--- src/rtl/logic_unit_pipe.sv ---
// Pipelined eight-op bitwise logic unit with an elastic valid/ready pipeline,
// a carried tag, zero/parity flags and a count of consumed results.
module logic_unit_pipe #(
    parameter int OPERAND_WIDTH = 32,
    parameter int STAGES        = 2,
    parameter int TAG_WIDTH     = 4,
    parameter int COUNT_WIDTH   = 16
) (
    input  logic                     clk,
    input  logic                     rst,
    input  logic                     in_valid,
    output logic                     in_ready,
    input  logic [2:0]               op,
    input  logic [OPERAND_WIDTH-1:0] lhs,
    input  logic [OPERAND_WIDTH-1:0] rhs,
    input  logic [TAG_WIDTH-1:0]     in_tag,
    input  logic                     flush,
    output logic                     out_valid,
    input  logic                     out_ready,
    output logic [OPERAND_WIDTH-1:0] res,
    output logic [TAG_WIDTH-1:0]     out_tag,
    output logic                     zero,
    output logic                     parity,
    output logic [COUNT_WIDTH-1:0]   ops_done
);

    localparam int LAST = STAGES - 1;

    logic [STAGES-1:0]        r_valid;
    logic [STAGES-1:0]        w_adv;
    logic [OPERAND_WIDTH-1:0] r_res [STAGES];
    logic [TAG_WIDTH-1:0]     r_tag [STAGES];
    logic [STAGES-1:0]        r_zero;
    logic [STAGES-1:0]        r_parity;
    logic [COUNT_WIDTH-1:0]   r_ops_done;
    logic [OPERAND_WIDTH-1:0] w_res;
    logic                     w_zero;
    logic                     w_parity;
    logic                     w_load0;

    always_comb begin
        w_res = lhs & rhs;
        case (op)
            3'b000: w_res = lhs & rhs;
            3'b001: w_res = lhs | rhs;
            3'b010: w_res = lhs ^ rhs;
            3'b011: w_res = ~(lhs & rhs);
            3'b100: w_res = ~(lhs | rhs);
            3'b101: w_res = ~(lhs ^ rhs);
            3'b110: w_res = lhs & ~rhs;
            3'b111: w_res = lhs | ~rhs;
        endcase
    end

    assign w_zero   = ~|w_res;
    assign w_parity = ^w_res;

    // A stage may advance if any stage at or after it is empty, or the consumer takes the head.
    always_comb begin : adv_chain
        logic v_bubble;
        v_bubble = 1'b0;
        w_adv    = '0;
        for (int i = LAST; i >= 0; i--) begin
            v_bubble = v_bubble | ~r_valid[i];
            w_adv[i] = v_bubble | out_ready;
        end
    end

    assign in_ready = w_adv[0] & ~flush;
    assign w_load0  = in_valid & in_ready;

    always_ff @(posedge clk or negedge rst) begin
        if (!rst) begin
            r_valid <= '0;
        end else if (flush) begin
            r_valid <= '0;
        end else begin
            if (w_adv[0]) r_valid[0] <= in_valid;
            for (int i = 1; i < STAGES; i++) begin
                if (w_adv[i]) r_valid[i] <= r_valid[i-1];
            end
        end
    end

    // Data registers only load when a valid entry moves in, so a stalled head stays frozen.
    always_ff @(posedge clk or negedge rst) begin
        if (!rst) begin
            for (int i = 0; i < STAGES; i++) begin
                r_res[i] <= '0;
                r_tag[i] <= '0;
            end
            r_zero   <= '0;
            r_parity <= '0;
        end else begin
            if (w_load0) begin
                r_res[0]    <= w_res;
                r_tag[0]    <= in_tag;
                r_zero[0]   <= w_zero;
                r_parity[0] <= w_parity;
            end
            for (int i = 1; i < STAGES; i++) begin
                if (w_adv[i] && r_valid[i-1]) begin
                    r_res[i]    <= r_res[i-1];
                    r_tag[i]    <= r_tag[i-1];
                    r_zero[i]   <= r_zero[i-1];
                    r_parity[i] <= r_parity[i-1];
                end
            end
        end
    end

    always_ff @(posedge clk or negedge rst) begin
        if (!rst) begin
            r_ops_done <= '0;
        end else if (r_valid[LAST] && out_ready) begin
            r_ops_done <= r_ops_done + COUNT_WIDTH'(1);
        end
    end

    assign out_valid = r_valid[LAST];
    assign res       = r_res[LAST];
    assign out_tag   = r_tag[LAST];
    assign zero      = r_zero[LAST];
    assign parity    = r_parity[LAST];
    assign ops_done  = r_ops_done;

endmodule

--- config.mk ---
export PLATFORM = sky130hd
export DESIGN_NAME = logic_unit_pipe
export DESIGN_NICKNAME = d
export VERILOG_FILES = /design/src/rtl/logic_unit_pipe.sv
export SDC_FILE = /design/constraint.sdc
export NUM_CORES = 1
export LEC_CHECK = 0
export ABC_AREA = 1
export CAP_MARGIN = 20
export CORE_MARGIN = 3
export CORE_UTILIZATION = 50
export DETAILED_ROUTE_END_ITERATION = 6
export PLACE_DENSITY = 0.81
export SETUP_SLACK_MARGIN = 0.1
export SYNTH_ARGS = -nofsm -noshare
export SYNTH_HDL_FRONTEND = slang
export SYNTH_SLANG_ARGS = --single-unit
--- constraint.sdc ---
create_clock -name clk -period 1.4 [get_ports clk]
set_input_delay 0.14 -clock clk [delete_from_list [all_inputs] [get_ports clk]]
set_output_delay 0.14 -clock clk [all_outputs]
set_load 0.005 [all_outputs]
==> Yosys cells after proc, flatten, opt, wreduce, memory -nomap -nowiden <==
Cells that the tools add are included.
W data, S select, Z words.
{ "totals": {"mem_bits_rw": 0, "latchBits": 0, "rom_bits": 0, "mem_count": 0, "register_bits": 94, "wordCells": 48, "out_inout_bits": 56} }
{ "classes": {"shift": 0, "mul": 0, "magnitude_cmp": 0, "muxes": 4, "reduce_logical": 8, "bitwise": 17, "div_mod_pow": 0, "n_addsub": 1, "n_eq_ne": 7} }
{ "ops": {"columns": ["cell", "n"], "rows": [
  ["$pmux W32 S8", 1],
  ["$not A32 Y32", 4],
  ["$and A32 B32 Y32", 2],
  ["$or A32 B32 Y32", 2],
  ["$reduce_or A32 Y1", 1],
  ["$reduce_xor A32 Y1", 1],
  ["$xor A32 B32 Y32", 1],
  ["$add A16 B1 Y16 const B", 1],
  ["$eq A3 B3 Y1 const B", 4],
  ["$eq A3 B2 Y1 const B", 2],
  ["$reduce_bool A2 Y1", 2],
  ["$eq A3 B1 Y1 const B", 1],
  ["$logic_not A3 Y1", 1],
  ["$not A1 Y1", 3],
  ["$or A1 B1 Y1", 3],
  ["$and A1 B1 Y1", 2],
  ["$logic_and A1 B1 Y1", 2],
  ["$mux W1", 2],
  ["$mux W2", 1],
  ["$logic_not A1 Y1", 1]
]} }

==> Logic depth before layout (Yosys ltp) <==
{ "logic_depth": {"depth_word": 5, "mapped_depth": 20} }

==> Worst setup path before layout <==
OpenSTA, ideal clock, no wires.
{ "synth_timing": {"path_type": "input to register", "start": "input port op[2]", "end": "register r_parity[0]", "cell_stages": 19, "setup_ns": 0.117, "t_arrival_ns": 2.010, "required_time_ns": 1.283, "slack_ns": -0.727, "cell_sequence": "buf_4 -> nor3_2 -> buf_2 -> nand2_1 -> o21ai_1 -> inv_1 -> nand4_1 -> inv_1 -> ha_1 -> clkbuf_1 -> nor2_1 -> nor2_1 -> nand2_1 -> nand2_1 -> nand2_1 -> nand2_1 -> nand2_1 -> nand3_1 -> nand2_1"} }
{ "synth_via": {"elab_chain_len": 3} }
{ "synth_lines": {"columns": ["element", "line_no", "source"], "rows": [
  ["from (decl)", "13", "input logic [2:0] op,"],
  ["$eq A3 B3 Y1, or another cell as far along", "43", "case (op)"],
  ["$pmux W32 S8 *", "43", null],
  ["$reduce_xor A32 Y1 *", "56", "assign w_parity = ^w_res;"],
  ["to (signal assigned)", "99", "r_parity[0] <= w_parity;"],
  ["to (signal, indexed assignment)", "106", "r_parity[i] <= r_parity[i-1];"],
  ["to (decl)", "34", "logic [STAGES-1:0] r_parity;"]
]} }
Mark *: on every way between the ends. The rest lies on a longest branch, timed or not.
A chain may end at the register's enable or synchronous reset.

==> Final worst setup path <==
{ "layout_timing": {"start": "input port lhs[31]", "end": "register r_parity[0]"} }
{ "layout_via": {"elab_chain_len": 4} }
{ "layout_lines": {"columns": ["element", "line_no", "source"], "rows": [
  ["from (decl)", "14", "input logic [OPERAND_WIDTH-1:0] lhs,"],
  ["$xor A32 B32 Y32, or another cell as far along", "46, 49", null],
  ["$not A32 Y32, on equally long branches", "49, 47, 48", null],
  ["$pmux W32 S8 *", "43", null],
  ["$reduce_xor A32 Y1 *", "56", null]
]} }
Marks and branches as above.

==> impl_metrics.yaml <==
sta:
  maxSlewHeadroom_pct: 80.0
  grt_setup_unrepaired: "true"
  finalWorstPathRequiredPeriod_ns: 2.44
  setup_slack_ns: -1.04
  timing_max_transition_violations_final: 0
  worst_hold_slack_ns: 0.212
  highest_attainable_clock_frequency_mhz: 410
  worst_pin_slew_ns: 0.296
  min_period_over_period_pct: 174
  final_report_setup_violation_count: 87
  finalHoldViolCount: 0
  finalClockSkew_ns: 0.0136
global_route:
  grt_first_pass_wirelength_um: 54000
  first_global_vias: 10300
  grt_util_all_layers_pct: 37.9
  grt.met3_usage_pct: 9.17
  grt-ovfl-total: 0
  antenna_violations_before_repair: 1
  gr-max-usage-layer: "met2"
  fraction_of_met2_tracks_used_by_global_routing_pct: 63.0
  global_route.usage.met1_pct: 43.1
  grt_max_degree: 49
cts:
  clock_insertion_delay_worst_skew_ns: 0.35
  clkSinkCount: 94
  maximum_level_of_the_cts_h_tree: 3
  clock-root-buffer: "clkbuf_16"
  cts.clk_slew.worst_paths_ns: 0.08
  clock_tree.buffer_depth: 2
  cts_made_buffers: 9
  cts_tree: "built"
synth:
  synth_top_area_share_pct: 28.4
  synthesis.area_um2: 8270
  synth_flop_cell: "dfrtp_1"
  dominant_cell_by_count_in_the_synthesized_netlist: "nand2_1"
  yosys_register_bits: 94
  ys_seq_area_share_pct: 28.4
  postSynth.asyncResetShare_pct: 100
  post_synth_inst_count: 1109
  synth_edf_count: 0
  yosysWarningCount: 0
  synth_nets: 1330
  synth.area.top_cells: "dfrtp_1 (28%), ha_1 (22%), nand2_1 (12%)"
  syn_area_per_cell_um2: 7.46
  post_synth_most_frequent_cells: "nand2_1 (256), inv_1 (163), ha_1 (145)"
  post-synth-top-area-cell: "dfrtp_1"
  synth_cell_type_count: 26
worst_setup_path:
  cp_top_delay_family: "simple AND/OR/NAND/NOR gates"
  cell_by_cell_trace_of_the_critical_path: "clkdlybuf4s15_1 > buf_4 > ha_2 > o21ai_4 > a21oi_2 > nand4_1 > inv_2 > ha_4 > xor2_2 > nand2_1 > nand2_1 > nand2_2 > nand2_2 > nand2_2 > nand3_2 > nand2_1"
  reg2reg_depth: 8
  cpPeakStageDelay_ns: 0.29
  worstPathArrival_ns: 2.67
  worstPathBufferInverterCount: 3
  worstPathRequired_ns: 1.63
  timing.critical_path.slowest_stage_cell: "nand4_1"
  critical_path.reg2reg.startpoint: "ops_done[0]"
  path_max_fanout: 2
  rr_endpoint: "ops_done[12]"
  worst-setup-path-type: "input port to register"
  critPathLaunchType: "input port"
  r2r_setup_slack_ns: -0.28
  crit_path_end_kind: "register"
layout:
  net_count_final: 1667
  post_route_cells_drive_above_1_share_pct: 47.5
  stdcell_area_um2: 14000
  fin_util_pct: 87.3
  area_delta_synth_final_pct: 69.4
floorplan:
  core_um2: 16100
  die_h_um: 135
  design.die.area_um2: 18100
  fp.dieW_um: 135
  start_util_pct: 51.5
  num_io_pins: 132
  floorplan.rows: 46
pwr:
  power.density_cell_area_nw_per_um2: 956
  leakagePower_nw: 7.46
  max-vdd-ir-drop_mv: 0.967
routing:
  detailroute.via_count: 10600
  postRouteAntennaNets: 0
  finalWirelength_um: 41900
  via_per_inst: 6.34
  drtPass1Iterations: 7
  wire_length_per_cell_after_detailed_routing_um: 25.1
  drt_iter0_markers: 1857
  count_of_unresolved_drc_violations_after_routing: 10
run_status:
  violated_checks: "design-rule violations, negative setup slack"
  outcome: "finished, violations left"
hold_path:
  hold_path.class: "input port to async pin"
job:
  max_cap_viol_count: 0
place:
  dpl.hpwl_um: 16400
  place_area_um2: 10700
  port-buffer-count: 131
  gpl.final_weighted_congestion: 0.886
==> area by class of cell <==
class / instances / area [um^2]
multi-input cells: 770 / 6440
fillers: 628 / 2050
repair buffers: 403 / 3990
inverters: 168 / 656
flip-flops and latches: 94 / 2350
clock buffers: 11 / 243
clock inverters: 5 / 58.8
well taps: 216 / 270
diodes: 1 / 2.50
==> layer usage <==
metal | part of all wire (%) | up-vias | wire length (um)
met4 | 12 | 0 | 4840
met2 | 43 | 1172 | 18200
met1 | 32 | 4789 | 13600
met5 | 0 | - | 0
met3 | 13 | 494 | 5340
li1 | - | 4115 | -
==> through the flow <==
step | TNS, ns | instances | setup slack, ns | power (W)
after floorplan | -0.744 | 1109 | -0.604 | 0.00597
after global placement | -24.72 | 1533 | -1.30 | 0.00756
after detailed placement | -27.08 | 1533 | -1.39 | 0.00771
after CTS | -3.00 | 1681 | -0.426 | 0.0112
after global routing | -14.34 | 1667 | -1.02 | 0.0137
final | -12.51 | 1668 | -1.04 | 0.0134
==> where the power goes <==
part | total [W] | leakage (nW) | switching, W | internal, W
Clock | 0.00257 | 0.142 | 0.00113 | 0.00144
Combinational | 0.00707 | 6.12 | 0.00373 | 0.00334
Sequential | 0.00377 | 1.20 | 0.000509 | 0.00326
==> kinds of logic (layout without fill, tap and decap cells) <==
logic type | count (synthesis) | after routing | synth area share [%]
compound gates | 107 | 107 | 6.48
xor+xnor | 23 | 23 | 2.44
fa+ha+maj | 145 | 145 | 21.9
buf+inv | 245 | 587 | 13.2
flops | 94 | 94 | 28.4
mux | 33 | 33 | 4.49
other cells | 0 | 1 | 0
simple gates | 462 | 462 | 23.0
==> registers in the layout, indices dropped and copies added, names as in the netlist <==
name	flops
res	32
r_tag	4
ops_done	16
r_res	32
r_zero	2
r_parity	2
r_valid	2
out_tag	4
==> timing repair <==
item,CTS,global route
hold buffers,1,0
gates resized for setup,438,350
gates cloned,16,3
pin swaps,131,134
setup buffers,130,31
endpoints found under the setup margin,139,91
hold endpoints to repair,29,0
==> cell usage in the layout (no fill, tap or decap), drive strengths merged <==
| cell type | count |
|---|---|
| a21oi | 34 |
| buf | 274 |
| bufinv | 1 |
| clkbuf | 29 |
| clkdlybuf4s15 | 14 |
| clkdlybuf4s50 | 7 |
| clkinv | 3 |
| clkinvlp | 2 |
| dfrtp | 94 |
| diode | 1 |
| dlygate4sd2 | 89 |
| dlygate4sd3 | 1 |
| ha | 145 |
| inv | 167 |
| mux2 | 33 |
| nand2 | 257 |
| nand3 | 40 |
| nand4 | 37 |
| nor2 | 121 |
| nor3 | 3 |
| nor3b | 2 |
| nor4 | 1 |
| o21ai | 73 |
| or2 | 1 |
| xnor2 | 9 |
| xor2 | 14 |
==> worst max-delay path by stage <==
stage	startpoint	end	slack, ns	cells after the start
after global placement	op[0]	r_parity[0]	-1.30	20
after CTS	op[0]	r_parity[0]	-0.43	20
after floorplan	op[2]	r_parity[0]	-0.60	20
after global routing	lhs[31]	r_parity[0]	-1.02	16
final	lhs[31]	r_parity[0]	-1.04	16
after detailed placement	op[1]	r_parity[0]	-1.39	19
Note: power is estimated with default switching activity, not from simulation.
